==> src/rtl/booth_pkg.sv <==
// Shared definitions for the sequential radix-4 Booth multiplier:
// FSM state and recoded-digit enums, step/counter sizing helpers and
// the digit decode table.
package booth_pkg;

   typedef enum logic [1:0] {
      IDLE = 2'd0,
      RUN  = 2'd1,
      DONE = 2'd2
   } state_t;

   typedef enum logic [2:0] {
      ZERO = 3'd0,
      POS1 = 3'd1,
      POS2 = 3'd2,
      NEG1 = 3'd3,
      NEG2 = 3'd4
   } digit_t;

   // One radix-4 digit per step over WIDTH+2 extended bits.
   function automatic int booth_steps(input int width);
      return width / 2 + 1;
   endfunction

   // Bits needed to count 0..N inclusive.
   function automatic int booth_cnt_w(input int width);
      int n;
      int w;
      n = width / 2 + 1;
      w = 0;
      while ((1 << w) < (n + 1)) w++;
      return w;
   endfunction

   // Booth table for the triplet {q[1], q[0], cb}.
   function automatic digit_t booth_digit(input logic [2:0] trip);
      digit_t d;
      case (trip)
         3'b001, 3'b010: d = POS1;
         3'b011:         d = POS2;
         3'b100:         d = NEG2;
         3'b101, 3'b110: d = NEG1;
         default:        d = ZERO;
      endcase
      return d;
   endfunction

endpackage

==> src/rtl/booth_r4_recode.sv <==
// Radix-4 Booth recoder: turns the current multiplier triplet and the
// extended multiplicand into the E-bit addend for this step.
module booth_r4_recode
   import booth_pkg::*;
#(
   parameter int E = 34
) (
   input  logic [2:0]   trip,
   input  logic [E-1:0] m,
   output logic [E-1:0] addend
);

   digit_t       dig;
   logic [E-1:0] m2;

   assign dig = booth_digit(trip);
   assign m2  = {m[E-2:0], 1'b0};

   // Select 0, +-M or +-2M; negation is two's complement mod 2^E.
   always_comb begin
      addend = '0;
      case (dig)
         POS1:    addend = m;
         POS2:    addend = m2;
         NEG1:    addend = -m;
         NEG2:    addend = -m2;
         default: addend = '0;
      endcase
   end

endmodule

==> src/rtl/booth_mult_seq.sv <==
// Multi-cycle radix-4 Booth multiplier, WIDTH x WIDTH -> 2*WIDTH,
// signed or unsigned per operation, one recoded digit per clock.
// Operands are extended by two bits (sign or zero) so the top digit
// makes unsigned full-range values come out right.
// Optional build macro BOOTH_MULT_ZERO_SKIP_EN: an operation with a zero
// operand bypasses RUN and completes the cycle after acceptance.
// WIDTH must be even and >= 4.
module booth_mult_seq
   import booth_pkg::*;
#(
   parameter int WIDTH = 32
) (
   input  logic             clk,
   input  logic             clr,
   input  logic             start,
   input  logic             is_signed,
   input  logic [WIDTH-1:0] mult,
   input  logic [WIDTH-1:0] multr,
   output logic             busy,
   output logic             done,
   output logic [WIDTH-1:0] ZhighOut,
   output logic [WIDTH-1:0] ZlowOut
);

   localparam int E  = WIDTH + 2;
   localparam int N  = booth_steps(WIDTH);
   localparam int CW = booth_cnt_w(WIDTH);

   localparam logic [1:0] ST_IDLE = IDLE;
   localparam logic [1:0] ST_RUN  = RUN;
   localparam logic [1:0] ST_DONE = DONE;

   localparam logic [CW-1:0] LAST_STEP = CW'(N - 1);

   logic [1:0]        state;
   logic signed [E-1:0] acc;
   logic [E-1:0]      q;
   logic              cb;
   logic [E-1:0]      m_r;
   logic [CW-1:0]     cnt;

   logic [E-1:0]      addend;
   logic [E-1:0]      s;
   logic [2*E-1:0]    shifted;
   logic [E-1:0]      mult_ext;
   logic [E-1:0]      multr_ext;
   logic              zero_op;

   // Mode-dependent extension of both operands to E bits.
   assign mult_ext  = {{2{is_signed & mult[WIDTH-1]}}, mult};
   assign multr_ext = {{2{is_signed & multr[WIDTH-1]}}, multr};
   assign zero_op   = (mult == '0) || (multr == '0);

   booth_r4_recode #(.E(E)) u_recode (
      .trip   ({q[1:0], cb}),
      .m      (m_r),
      .addend (addend)
   );

   // Add the digit's addend and arithmetic-shift {acc,q} right by two.
   always_comb begin
      s       = acc + addend;
      shifted = {s[E-1], s[E-1], s, q[E-1:2]};
   end

   // Control FSM plus datapath registers; outputs are all registered.
   always_ff @(posedge clk or posedge clr) begin
      if (clr) begin
         state    <= ST_IDLE;
         acc      <= '0;
         q        <= '0;
         cb       <= 1'b0;
         m_r      <= '0;
         cnt      <= '0;
         busy     <= 1'b0;
         done     <= 1'b0;
         ZhighOut <= '0;
         ZlowOut  <= '0;
      end else begin
         case (state)
            ST_IDLE, ST_DONE: begin
               done <= 1'b0;
               busy <= 1'b0;
               if (start) begin
                  acc <= '0;
                  q   <= multr_ext;
                  cb  <= 1'b0;
                  m_r <= mult_ext;
                  cnt <= '0;
`ifdef BOOTH_MULT_ZERO_SKIP_EN
                  if (zero_op) begin
                     state    <= ST_DONE;
                     done     <= 1'b1;
                     ZhighOut <= '0;
                     ZlowOut  <= '0;
                  end else
`endif
                  begin
                     state <= ST_RUN;
                     busy  <= 1'b1;
                  end
               end else begin
                  state <= ST_IDLE;
               end
            end
            ST_RUN: begin
               acc <= shifted[2*E-1:E];
               q   <= shifted[E-1:0];
               cb  <= q[1];
               cnt <= cnt + 1'b1;
               if (cnt == LAST_STEP) begin
                  state    <= ST_DONE;
                  busy     <= 1'b0;
                  done     <= 1'b1;
                  ZhighOut <= shifted[2*WIDTH-1:WIDTH];
                  ZlowOut  <= shifted[WIDTH-1:0];
               end
            end
            default: state <= ST_IDLE;
         endcase
      end
   end

`ifndef BOOTH_MULT_ZERO_SKIP_EN
   // Zero detection only matters to the skip path.
   logic unused_zero;
   assign unused_zero = zero_op;
`endif

endmodule

==> config.mk <==
export PLATFORM = sky130hd
export DESIGN_NAME = booth_mult_seq
export DESIGN_NICKNAME = d
export VERILOG_FILES = /design/src/rtl/booth_pkg.sv /design/src/rtl/booth_r4_recode.sv /design/src/rtl/booth_mult_seq.sv
export SDC_FILE = /design/constraint.sdc
export NUM_CORES = 1
export LEC_CHECK = 0
export ABC_AREA = 1
export BUFFER_PORTS_ARGS = -buffer_cell sky130_fd_sc_hd__buf_2
export CELL_PAD_IN_SITES_DETAIL_PLACEMENT = 0
export CELL_PAD_IN_SITES_GLOBAL_PLACEMENT = 2
export CORE_MARGIN = 2
export CORE_UTILIZATION = 36
export DETAILED_ROUTE_END_ITERATION = 7
export PLACE_DENSITY = 0.89
export SLEW_MARGIN = 20
export SYNTH_ARGS = -nofsm -noshare
export SYNTH_HDL_FRONTEND = slang
export SYNTH_HIERARCHICAL = 1
export SYNTH_SLANG_ARGS = --single-unit
==> constraint.sdc <==
create_clock -name clk -period 8.8 [get_ports clk]
set_input_delay 0.88 -clock clk [delete_from_list [all_inputs] [get_ports clk]]
set_output_delay 0.88 -clock clk [all_outputs]
set_load 0.02 [all_outputs]
# Word-level counts from Yosys, hierarchy flattened
# Index checks and enable logic that the tools add are counted.
# totals
regBits	175
inputBits	68
out_inout_bits	66
wordCells	58
# op_classes
add_sub_neg	4
eq_ne	15
muxes	18
bitwise_logic	2
n_reduce_logical	9
# op_table
op	count
one-hot mux 34 bit (2 select lines)	2
one-hot mux 34 bit (4 select lines)	1
two-way mux 34 bit	2
negator 34 bit	2
adder 34 bit	1
== test 3 x 2 -> 1 bit, second input constant	4
== test 3 bit, second input constant	4
one-hot mux 3 bit (4 select lines)	1
one-hot mux 5 bit (2 select lines)	1
AND reduction 2 bit	4
== test 3 x 1 -> 1 bit, second input constant	2
one-hot mux 1 bit (2 select lines)	3
OR reduction 2 bit	3
adder 5 x 1 -> 5 bit, second input constant	1
== test 5 bit, second input constant	1
two-way mux 1 bit	5
two-way mux 5 bit	1
inequality test 2 bit, second input constant	2
one-hot mux 2 bit (2 select lines)	1
AND 1 bit	2
== test 2 x 1 -> 1 bit, second input constant	1
== test 2 bit, second input constant	1
logical NOT 2 bit	1
two-way mux 2 bit	1
nonzero test 2 bit	1

# Depth between registers and ports, before layout
# logic_depth
ltp_word	7
ltp_mapped	22
ltp_nobuf	22

# Cells and area by module
# Netlist, hierarchy kept.
# by_module_without_submodules
module	instances	cells_per_inst	area_each_um2
booth_mult_seq	1	1126	8893.5
booth_r4_recode	1	380	1846.8

# Least setup slack after synthesis
# Ideal clock, no wire load.
# synth_timing
path_kind	register to register
startpoint	reg m_r[1]
endpoint	reg acc[27]
setup_time_ns	0.117
arrival_ns	2.533
required_time_ns	8.683
path_slack_ns	6.149
path_stages_with_launch	20
synth_period_minus_slack_ns	2.651
path_cell_list	dfrtp_1 > inv_1 > ha_1 > nand2_1 > nor2_4 > nand2_4 > nor2_1 > nand2_1 > nand3_1 > nand3b_1 > ha_1 > nand2_1 > nor2_1 > inv_1 > nor4_2 > nand2_1 > nand2_1 > nand2_1 > nand3_1 > nand2_1
# synth_via
elab_chain_len	4
# synth_rtl
element	line	source
from (decl)	booth_mult_seq.sv:39	logic [E-1:0] m_r;
from (signal assigned)	booth_mult_seq.sv:88	m_r <= mult_ext;
negator 34 bit (on tied branches)	booth_r4_recode.sv:26, booth_r4_recode.sv:25	
one-hot mux 34 bit (4 select lines) (*)	booth_r4_recode.sv:22	case (dig)
named net addend[21]	booth_mult_seq.sv:42	logic [E-1:0] addend;
adder 34 bit (*)	booth_mult_seq.sv:62	s = acc + addend;
one-hot mux 34 bit (2 select lines) (*)	booth_mult_seq.sv:80	case (state)
to (signal assigned)	booth_mult_seq.sv:107	acc <= shifted[2*E-1:E];
to (decl)	booth_mult_seq.sv:36	logic signed [E-1:0] acc;
# The timed path passes the listed nets; every way through them passes the cells marked *.
# A chain may end at the register's enable or synchronous reset.

# Final worst setup path
# layout_timing
startpoint	reg cb
endpoint	reg ZhighOut[15]
# layout_via
elab_chain_len	6
# layout_rtl
element	line	source
from (decl)	booth_mult_seq.sv:38	logic cb;
from (signal assigned)	booth_mult_seq.sv:109	cb <= q[1];
== test 3 bit, or another cell as far along	booth_pkg.sv:38	case (trip)
OR reduction 2 bit	booth_pkg.sv:38	
one-hot mux 3 bit (4 select lines) (*)	booth_pkg.sv:38	
== test 3 bit, or another cell as far along	booth_r4_recode.sv:22	
one-hot mux 34 bit (4 select lines) (*)	booth_r4_recode.sv:22	
named net addend[12]	booth_mult_seq.sv:42	
adder 34 bit (*)	booth_mult_seq.sv:62	
to (signal assigned)	booth_mult_seq.sv:115	ZhighOut <= shifted[2*WIDTH-1:WIDTH];
to (decl)	booth_mult_seq.sv:21	output logic [WIDTH-1:0] ZhighOut,
# Marked as above.

==> impl_metrics.py <==
metrics = {
    "logic_synthesis": {
        "yosysSeqAreaShare_pct": 40.3,
        "synthAdderAreaFrac_pct": 4.38,
        "yosysMostFrequentCell": "nand2_1",
        "synth_cell_types": 39,
        "synth_cells": 1506,
        "ys_top_cells_by_area": "dfrtp_1 (40%), nand2_1 (19%), inv_1 (6.1%)",
        "synth_top_cell_by_area": "dfrtp_1",
        "synth_edf_count": 0,
        "syn-cell-area_um2": 10700,
        "synth_common_cells": "nand2_1 (545), inv_1 (174), dfrtp_1 (173)",
        "synth.area.mux_share_pct": 0.0932,
        "synthXorXnorAreaFrac_pct": 1.88,
        "ys_ff_latch": 173,
        "synth_nets": 1611,
        "synth_compound_area_share_pct": 11.1,
        "yosysWarningCount": 6,
        "synthArstFlopShare_pct": 100,
        "synth_top_area_share_pct": 40.3,
        "synth_top_family_by_area": "simple AND/OR/NAND/NOR gates",
        "synth_ff_type": "dfrtp_1",
        "yosys.area_share.simple_pct": 33.6,
        "avgSynthCellArea_um2": 7.13,
    },
    "route": {
        "drc": 0,
        "ant_nets": 0,
        "detail_route.wl_per_cell_um": 15.7,
        "drt_iter0_markers": 727,
        "wl_um": 31600,
        "firstDrtPassIters": 5,
        "via_per_inst": 4.91,
        "vias": 9925,
    },
    "timing": {
        "min_period_ns": 3.59,
        "slew_headroom_pct": 30.0,
        "grt_setup_unrepaired": "no",
        "setup_violations": 0,
        "maxSlewViolCount": 0,
        "worst_pin_slew_ns": 1.05,
        "whs_ns": 0.475,
        "fmax_ghz": 0.278,
        "totalNegativeSetupSlack_ns": 0,
        "skew_ns": 0.00835,
        "hold_viol": 0,
        "setup_ws_ns": 5.21,
        "period_share_pct": 40.8,
    },
    "die": {
        "io_pins": 134,
        "start_util_pct": 36.4,
        "die_area_um2": 31200,
        "core_area_um2": 29500,
        "die_x_um": 177,
        "die_y_um": 177,
        "fp-row-count": 63,
    },
    "placed_design": {
        "io_buffers": 133,
        "place_hpwl_um": 23500,
        "pre_cts_ws_ns": 5.27,
        "place_congestion": 0.887,
        "dp_cells": 1988,
    },
    "setup_path": {
        "crit_required_ns": 9.18,
        "cp-end-kind": "flop",
        "cp_max_fo": 23,
        "worstSetupPathType": "flop to flop",
        "crit_path_start_kind": "flop",
        "worstPathArrival_ns": 3.97,
    },
    "final_layout": {
        "area_delta_synth_final_pct": 14.7,
        "layout.cells.non_filler": 2020,
        "antenna_cells": 0,
        "num-fill-cells": 3209,
        "final_nets": 1722,
        "drive_gt1_share_pct": 13.9,
    },
    "grt": {
        "grt_pass1_vias": 9671,
        "antenna_found_initial": 0,
        "track_usage_pct": 21.1,
        "grt_pass1_wl_um": 51900,
        "grt_overflow": 0,
        "grt_max_degree": 99,
    },
    "cts": {
        "clk_pin_slew_worst_paths_ns": 0.07,
        "cts_hold_buf": 0,
        "clock_latency_ns": 0.44,
        "cts_max_level": 4,
        "post-cts-setup-buffer-count": 0,
        "clock_sinks": 173,
        "cts_tree": "built",
        "clockBufferDepth": 2,
        "cts_inserted_buffers": 17,
        "root_buffer": "clkbuf_16",
        "ctsResizeCount": 0,
    },
    "worst_hold_path": {
        "hold_class": "flop to flop",
    },
    "run_status": {
        "status": "completed",
    },
    "flow_run": {
        "maxCapViolations": 0,
    },
}
==> per-stage QoR <==
stage               cell area, um^2  util, %
floorplan                     10700        -
global placement              11700     39.7
detailed placement            11700     39.7
CTS                           12300     41.8
global route                  12300     41.8
finish                        12300     41.8
==> worst max-delay path: stages (launching register included) <==
cell,delay (ns)
dfrtp_1,0.37
nand2_1,0.11
nor2_1,0.52
inv_1,0.53
o22ai_1,0.30
inv_1,0.07
nand3_1,0.13
ha_1,0.31
a21oi_1,0.21
o21ai_0,0.14
a21oi_1,0.17
nand2_2,0.13
xor2_1,0.35
nand2_1,0.12
nand2_1,0.08
==> flip-flops by register name, summed over array words and instances (netlist names) <==
name,flops
m_r,33
cnt,5
ZhighOut,32
q,34
busy,1
cb,1
done,1
ZlowOut,32
state,2
acc,32
==> cells in the final DEF, fill, tap and decap left out, types with 2 or more instances in the layout <==
cell and count:
a21oi_1 40, buf_2 133, buf_4 8, clkbuf_16 17, clkinv_4 2, clkinv_8 4
dfrtp_1 173, ha_1 36, inv_1 172, inv_2 5, inv_6 5, inv_8 4
nand2_1 545, nand2_2 15, nand2_4 2, nand3_1 121, nand3_2 6, nand3b_1 16
nand4_1 13, nor2_1 96, nor2_2 11, nor2_4 7, nor3_1 3, nor4_2 2
o2111ai_1 2, o211ai_1 4, o21ai_0 45, o21ai_1 52, o21bai_1 2, o221ai_1 31
o22ai_1 22, or2_1 2, or2_2 3, xnor2_1 10, xor2_1 13
==> path summary, 6_finish.rpt <==
| check | from | endpoint | slack [ns] | cells past startpoint |
|---|---|---|---|---|
| min reg2reg | ZhighOut[26]$_DFFE_PP0P_ | ZhighOut[26]$_DFFE_PP0P_ | 0.48 | 2 |
| max in group asynchronous | clr | m_r[21]$_DFFE_PP0P_ | 6.57 | 3 |
| min | ZhighOut[26]$_DFFE_PP0P_ | ZhighOut[26]$_DFFE_PP0P_ | 0.48 | 2 |
| max reg2reg | cb$_DFFE_PP0P_ | ZhighOut[15]$_DFFE_PP0P_ | 5.21 | 14 |
| min in group asynchronous | clr | ZhighOut[3]$_DFFE_PP0P_ | 0.57 | 2 |
| max | cb$_DFFE_PP0P_ | ZhighOut[15]$_DFFE_PP0P_ | 5.21 | 14 |
==> cell type report <==
class | count | area, um^2 | area share, %
inverter | 178 | 673 | 5.46
clock inverter | 15 | 193 | 1.56
multi-input combinational | 1106 | 5490 | 44.5
clock buffer | 17 | 425 | 3.45
timing repair buffer | 141 | 726 | 5.89
sequential | 173 | 4330 | 35.1
tap | 390 | 488 | 3.96
==> metal layers <==
metal | global-route usage, % | vias to the layer above | wire length, um
met3 | 3.52 | 19 | 1530
met1 | 31.4 | 4576 | 16100
met2 | 32.0 | 239 | 13600
li1 | - | 5091 | -
met5 | 0 | - | 0
met4 | 4.44 | 0 | 336
==> kinds of logic (layout without fill, tap and decap cells) <==
group                    after synthesis  in the layout
AO/OA/AOI/OAI                        202            202
XOR/XNOR                              23             23
adder cells (fa/ha/maj)               37             37
buffers and inverters                227            351
flip-flops                           173            173
multiplexers                           1              1
AND/OR/NAND/NOR                      843            843
Power is not shown: default switching activity piles up to over one toggle a cycle in this logic, so the estimate is an artifact.
